File: src/rtl/i2c_access_arbiter.sv
// ============================================================================
// i2c_access_arbiter
// ----------------------------------------------------------------------------
// Shares the single I2C command path between N_REQ requesters. The path is the
// write FIFO, command parser, DAQ/TRG laser-driver interfaces and readback
// FIFO. Requesters are granted one at a time in round-robin order. The FIFOs
// are flushed before every grant. The granted requester's FIFO strobes are
// muxed onto the shared path. The arbiter drives I2C_START, holds it until the
// parser reports completion, and aborts the sequence on timeout.
//
// Ports:
//   CLK40              system clock
//   rst_fifo           asynchronous active-high reset
//   REQ[N]             level request per requester
//   REQ_WDATA[8N]      write-FIFO byte per requester (i at [8i+7:8i])
//   REQ_WE[N]          write strobe per requester
//   REQ_GO[N]          pulse: command loaded, start the sequence
//   REQ_RDENA[N]       readback-FIFO read enable per requester
//   REQ_REL[N]         pulse: release the grant
//   I2C_CLR_START      sequence-complete pulse from the parser
//   GNT[N]             one-hot grant
//   DONE[N]            one-cycle pulse to the granted requester at sequence end
//   ERR                sticky per grant (timeout/overflow), valid with DONE
//   I2C_WRT_FIFO_DATA  muxed write byte
//   I2C_WE             muxed write strobe
//   I2C_RDENA          muxed readback read enable
//   I2C_RESET          FIFO/parser flush
//   I2C_START          start to the parser
//   BUSY               arbiter not idle
//   ARB_STATE          state code for status/ChipScope
// ============================================================================
module i2c_access_arbiter #(
    parameter int          N_REQ       = 2,
    parameter logic [19:0] TIMEOUT_CYC = 20'd400000,
    parameter int          MAX_BYTES   = 31
) (
    input  logic                 CLK40,
    input  logic                 rst_fifo,
    input  logic [N_REQ-1:0]     REQ,
    input  logic [8*N_REQ-1:0]   REQ_WDATA,
    input  logic [N_REQ-1:0]     REQ_WE,
    input  logic [N_REQ-1:0]     REQ_GO,
    input  logic [N_REQ-1:0]     REQ_RDENA,
    input  logic [N_REQ-1:0]     REQ_REL,
    input  logic                 I2C_CLR_START,
    output logic [N_REQ-1:0]     GNT,
    output logic [N_REQ-1:0]     DONE,
    output logic                 ERR,
    output logic [7:0]           I2C_WRT_FIFO_DATA,
    output logic                 I2C_WE,
    output logic                 I2C_RDENA,
    output logic                 I2C_RESET,
    output logic                 I2C_START,
    output logic                 BUSY,
    output logic [2:0]           ARB_STATE
);

    localparam int BW = $clog2(MAX_BYTES + 1);

    typedef enum logic [2:0] {
        IDLE  = 3'd0,
        FLUSH = 3'd1,
        LOAD  = 3'd2,
        RUN   = 3'd3,
        RBK   = 3'd4,
        ABORT = 3'd5
    } state_t;

    state_t           state, state_n;
    logic [N_REQ-1:0] gnt, gnt_n;
    logic [N_REQ-1:0] done_r, done_n;
    logic [1:0]       gidx, gidx_n;
    logic [1:0]       ptr, ptr_n;
    logic [BW-1:0]    byte_cnt, byte_n, byte_upd;
    logic [19:0]      to_cnt, to_n;
    logic             err, err_n, err_upd;
    logic             phase, phase_n;
    logic             start_r, start_n;

    logic [1:0]       sel;
    logic             found;
    logic             req_g, we_g, go_g, rd_g, rel_g;
    logic [7:0]       wdata_g;
    logic             load_live, wr_ok, wr_ovf;

    // Round-robin pick: first REQ at or after the pointer, else first overall.
    always_comb begin
        found = 1'b0;
        sel   = '0;
        for (int unsigned k = 0; k < N_REQ; k++) begin
            if (!found && REQ[k] && (k >= 32'(ptr))) begin
                found = 1'b1;
                sel   = 2'(k);
            end
        end
        for (int unsigned k = 0; k < N_REQ; k++) begin
            if (!found && REQ[k]) begin
                found = 1'b1;
                sel   = 2'(k);
            end
        end
    end

    // Strobes of the granted requester.
    always_comb begin
        req_g   = 1'b0;
        we_g    = 1'b0;
        go_g    = 1'b0;
        rd_g    = 1'b0;
        rel_g   = 1'b0;
        wdata_g = '0;
        for (int unsigned k = 0; k < N_REQ; k++) begin
            if (gidx == 2'(k)) begin
                req_g   = REQ[k];
                we_g    = REQ_WE[k];
                go_g    = REQ_GO[k];
                rd_g    = REQ_RDENA[k];
                rel_g   = REQ_REL[k];
                wdata_g = REQ_WDATA[8*k +: 8];
            end
        end
    end

    // A release (explicit or REQ dropped) in LOAD wins over a same-cycle write.
    assign load_live = (state == LOAD) && req_g && !rel_g;
    assign wr_ovf    = load_live && we_g && (byte_cnt == BW'(MAX_BYTES));
    assign wr_ok     = load_live && we_g && (byte_cnt != BW'(MAX_BYTES));
    assign byte_upd  = wr_ok ? byte_cnt + BW'(1) : byte_cnt;
    assign err_upd   = err | wr_ovf;

    always_ff @(posedge CLK40 or posedge rst_fifo) begin
        if (rst_fifo) begin
            state    <= IDLE;
            gnt      <= '0;
            done_r   <= '0;
            gidx     <= '0;
            ptr      <= '0;
            byte_cnt <= '0;
            to_cnt   <= '0;
            err      <= 1'b0;
            phase    <= 1'b0;
            start_r  <= 1'b0;
        end else begin
            state    <= state_n;
            gnt      <= gnt_n;
            done_r   <= done_n;
            gidx     <= gidx_n;
            ptr      <= ptr_n;
            byte_cnt <= byte_n;
            to_cnt   <= to_n;
            err      <= err_n;
            phase    <= phase_n;
            start_r  <= start_n;
        end
    end

    always_comb begin
        state_n = state;
        gnt_n   = gnt;
        done_n  = '0;
        gidx_n  = gidx;
        ptr_n   = ptr;
        byte_n  = byte_cnt;
        to_n    = to_cnt;
        err_n   = err;
        phase_n = phase;
        start_n = start_r;

        case (state)
            IDLE: begin
                if (found) begin
                    for (int unsigned k = 0; k < N_REQ; k++) begin
                        gnt_n[k] = (2'(k) == sel);
                    end
                    gidx_n  = sel;
                    ptr_n   = (sel == 2'(N_REQ - 1)) ? 2'd0 : sel + 2'd1;
                    err_n   = 1'b0;
                    byte_n  = '0;
                    to_n    = '0;
                    phase_n = 1'b0;
                    state_n = FLUSH;
                end
            end

            FLUSH: begin
                phase_n = ~phase;
                if (phase) begin
                    state_n = LOAD;
                end
            end

            LOAD: begin
                if (!req_g || rel_g) begin
                    gnt_n   = '0;
                    byte_n  = '0;
                    to_n    = '0;
                    state_n = IDLE;
                end else begin
                    // GO is judged against the count/error including a same-cycle write.
                    byte_n = byte_upd;
                    err_n  = err_upd;
                    if (go_g) begin
                        phase_n = 1'b0;
                        if (byte_upd == '0) begin
                            err_n   = 1'b1;
                            state_n = ABORT;
                        end else if (err_upd) begin
                            state_n = ABORT;
                        end else begin
                            start_n = 1'b1;
                            to_n    = '0;
                            state_n = RUN;
                        end
                    end
                end
            end

            RUN: begin
                if (I2C_CLR_START) begin
                    start_n = 1'b0;
                    done_n  = gnt;
                    state_n = RBK;
                end else if (to_cnt == TIMEOUT_CYC - 20'd1) begin
                    start_n = 1'b0;
                    err_n   = 1'b1;
                    phase_n = 1'b0;
                    state_n = ABORT;
                end else begin
                    to_n = to_cnt + 20'd1;
                end
            end

            RBK: begin
                if (rel_g || !req_g) begin
                    gnt_n   = '0;
                    byte_n  = '0;
                    to_n    = '0;
                    state_n = IDLE;
                end
            end

            ABORT: begin
                phase_n = ~phase;
                if (phase) begin
                    done_n  = gnt;
                    gnt_n   = '0;
                    byte_n  = '0;
                    to_n    = '0;
                    state_n = IDLE;
                end
            end

            default: begin
                gnt_n   = '0;
                start_n = 1'b0;
                state_n = IDLE;
            end
        endcase
    end

    assign GNT               = gnt;
    assign DONE              = done_r;
    assign ERR               = err;
    assign I2C_WE            = wr_ok;
    assign I2C_WRT_FIFO_DATA = (state == LOAD) ? wdata_g : '0;
    assign I2C_RDENA         = (state == RBK) && rd_g;
    assign I2C_RESET         = (state == FLUSH) || (state == ABORT);
    assign I2C_START         = start_r;
    assign BUSY              = (state != IDLE);
    assign ARB_STATE         = state;

endmodule

File: config.mk
export PLATFORM = sky130hd
export DESIGN_NAME = i2c_access_arbiter
export DESIGN_NICKNAME = d
export VERILOG_FILES = /design/src/rtl/i2c_access_arbiter.sv
export SDC_FILE = /design/constraint.sdc
export NUM_CORES = 1
export LEC_CHECK = 0
export BUFFER_PORTS_ARGS = -buffer_cell sky130_fd_sc_hd__clkbuf_2
export CORE_UTILIZATION = 47
export CTS_BUF_LIST = sky130_fd_sc_hd__clkbuf_4 sky130_fd_sc_hd__clkbuf_8 sky130_fd_sc_hd__clkbuf_16
export DETAILED_ROUTE_END_ITERATION = 6
export PLACE_DENSITY = 0.7
export RECOVER_POWER = 50
export SETUP_SLACK_MARGIN = 0.2
export SKIP_CTS_REPAIR_TIMING = 1
export SLEW_MARGIN = 25
export SYNTH_ARGS = -nofsm -noshare
export SYNTH_HDL_FRONTEND = slang
export SYNTH_SLANG_ARGS = --single-unit
File: constraint.sdc
create_clock -name CLK40 -period 2.85 [get_ports CLK40]
set_clock_uncertainty 0.2 [all_clocks]
set_input_delay 0.57 -clock CLK40 [delete_from_list [all_inputs] [get_ports CLK40]]
set_output_delay 0.57 -clock CLK40 [all_outputs]
set_load 0.01 [all_outputs]
==> reports/results.env <==
ROUTED_VIA_DENSITY=5.76
SETUP_REPAIR_AFTER_GLOBAL_ROUTING_MISSED_ITS_MARGIN='false'
SLEW_VIOLATIONS=0
GRT_OVERFLOW_TOTAL=0
ROUTE.DETAILED.WL_PER_INST_UM=14.8
BUFFER_PORTS.INSERTED=49
ROOT_BUFFER='clkbuf_8'
P_PER_AREA_nW_PER_UM2=814
TIMING.CRITICAL_PATH.FANOUT_MAX=3
SYNTH.TOP_CELL.AREA_SHARE_PCT=37.0
SYNTH_ASYNC_SR_FLOP_SHARE_PCT=100
REGAREA_UM2=926
HOLD_VIOL_FINAL=0
DRT-TOTAL-WL_MM=6.16
ROW_COUNT=26
WORST_EP_REQUIRED_TIME_NS=2.08
POST-SYNTH-TOP-COUNT-CELL='dfrtp_1'
MAX_FREQ_GHz=0.378
CLOCK_SLEW_SEEN_BY_THE_REGISTERS_OF_THE_WORST_SETUP_AND_HOLD_PATHS_NS=0.08
SYNTH_COMMONEST_CELLS='dfrtp_1 (37), nand2_1 (26), nor2_1 (22)'
FP.COREAREA_UM2=5110
FINAL_LAYOUT_SIZE_SUFFIX_GT1_SHARE_PCT=25.9
DIE_AREA_UM2=5610
FINISH.UTILIZATION_PCT=58.8
GRT_FIRST_PASS_WIRELENGTH_MM=9.67
TIMING.SETUP.CRITICAL_PATH_CLASS='reg2out'
DRTANTENNAVIOLNETS=0
WORSTSETUPENDPOINTTYPE='output port'
MIN-DELAY-PATH-CLASS='reg2reg'
PEAKVDDDROP_mV=0.410
WORST_SETUP_PATH_START_KIND='flip-flop'
DR_TOTAL_VIAS=2400
FIN_SETUP_TNS_NS=0
WORSTMARGINPINSLEW_NS=0.936
GP_CONGESTION=0.914
SYNTH_WARNINGS=0
MULTIINPUTGATEAREA_UM2=1450
DRC=0
INITIAL_UTILIZATION_PCT=48.9
PLACE_HPWL_MM=4.48
TOP_LEVEL_PORTS=50
N_FILL_CELL=468
SYNTH-SEQ-AREA-SHARE_PCT=37.0
ANTENNA_CELLS=0
INITIAL_ANTENNA_VIOLATION_COUNT=0
YS_SEQ_ELEMENTS=37
SYNTH_CELLS=291
GRT_START_MAX_NET_PINS=38
P_LEAK_nW=1.36
STATUS='finished clean'
DRT_ITER0_MARKERS=235
GROUTE.USAGE.OVERALL_PCT=23.0
PERIOD_MINUS_SLACK_NS=2.65
LAYOUT.NETS=378
SYNTHDOMINANTAREACELLTYPE='dfrtp_1'
SETUP_VIOLATIONS=0
POST_SYNTH_NUM_CELL_TYPES=60
CTS_BUFFERS=5
SYNTH_ENABLE_FLOP_CELLS=0
SYN_AREA_UM2=2500
CTS_TREE='yes'
HEIGHT_OF_THE_DIE_UM=74.9
CHIPWIDTH_UM=74.9
AVGSYNTHCELLAREA_UM2=8.59
SYNTH.AREA.TOP_CELLS='dfrtp_1 (37%), mux2i_1 (5.6%), nand2_1 (3.9%)'
CLOCK_TREE.HTREE_LEVEL_COUNT=2
MAX_CAP_VIOL_COUNT=0
CP_DATA_ARRIVAL_TIME_NS=1.88
POST_ROUTE_FRACTION_OF_THE_PERIOD_CONSUMED_BY_THE_CRITICAL_PATH_PCT=92.9
AREA_DELTA_SYNTH_FINAL_PCT=20.1
GRT_PASS1_VIAS=2089
SYNTH_NETS=323
HOLD_SLACK_NS=0.290
CLK_PATH_BUF_DEPTH=2
DRT_PASS1_ITERATIONS=4
WORSTSKEWPAIRLATENCY_NS=0.30
NUMCLOCKSINKS=37
YS_DOMINANT_REG_CELL='dfrtp_1'
SLEW-LIMIT-HEADROOM_PCT=37.6
## final cells by class
type / count / area share (%)
clock buffers: 6 / 2.75
clock inverters: 2 / 1.25
inverters: 15 / 1.88
multi-input cells: 222 / 48.3
flip-flops and latches: 37 / 30.8
well taps: 70 / 2.92
repair buffers: 65 / 12.1
## through the flow
| step | cell area, um2 | cells | total power [mW] | setup WS, ns |
|---|---|---|---|---|
| global placement | 2860 | 406 | 1.95 | 0.222 |
| floorplan | 2500 | 291 | 1.60 | 0.231 |
| finish | 3000 | 417 | 2.44 | 0.202 |
| global route | 3000 | 417 | 2.61 | 0.156 |
| detailed placement | 2860 | 406 | 1.97 | 0.168 |
| CTS | 2980 | 414 | 2.45 | 0.0885 |
## final timing paths
kind                            slack [ns]  depth (start not counted)         to        start
worst max-delay path                  0.20                          6     I2C_WE  byte_cnt[1]
worst min-delay path                  0.29                          1  to_cnt[6]    to_cnt[6]
worst max register to register        0.28                          8        ERR  byte_cnt[1]
worst min register to register        0.29                          1  to_cnt[6]    to_cnt[6]
max in group asynchronous             1.54                          3  to_cnt[0]     rst_fifo
min in group asynchronous             0.32                          3  to_cnt[6]     rst_fifo
## sequential cells by signal (all words and copies together), names as in the netlist
signal,flops
I2C_START,1
to_cnt,20
phase,1
byte_cnt,5
ARB_STATE,3
GNT,2
ptr,1
ERR,1
DONE,2
gidx,1
## cell families (layout without fill, tap and decap cells)
family,Yosys count,after routing,share of synthesized area [%]
flops,37,37,37.0
compound gates,84,84,22.8
fa+ha+maj,3,3,1.50
buf+inv,32,88,6.06
xor+xnor,3,3,1.05
mux,16,16,6.51
simple gates,116,116,25.0
## layout by cell type (no fill, tap or decap), types with 2 or more instances in the layout
master and n:
o21a_1 2, clkbuf_8 6, or4_1 2, o21ai_0 13
o31ai_1 5, o22ai_1 5, inv_1 14, a41oi_1 4
a22o_1 2, or3_1 3, a21o_1 3, mux2i_1 14
nand3_1 15, and2_1 5, a211o_1 2, a31oi_2 2
buf_4 13, o21ai_1 4, dfrtp_1 37, mux2_2 2
nand2_1 26, nand4_1 4, a21oi_1 19, a31oi_1 10
xnor2_1 2, clkbuf_2 43, nor3_2 3, ha_2 2
and3_1 6, clkbuf_1 8, nor3_1 8, nand2b_1 4
nor2_1 21, o211ai_1 3, or2_2 3
## worst max-delay path, stage by stage, from the launching register on
cell	delay (ns)
dfrtp_1	0.40
ha_2	0.21
and3_1	0.19
ha_2	0.18
nor3_2	0.26
and2_1	0.20
clkbuf_2	0.14
## routing by layer
metal	track usage, %	wire length [um]	up-vias
met4	9.01	95	0
met2	34.6	2930	49
met5	0	0	-
met1	33.2	2890	1159
li1	-	-	1185
met3	3.61	247	7
## power by group
group / switching [mW] / total (mW) / internal [mW]
clock network: 0.201 / 0.485 / 0.285
logic: 0.735 / 1.24 / 0.502
registers: 0.121 / 0.722 / 0.601
Note: power is estimated with default switching activity, not from simulation.
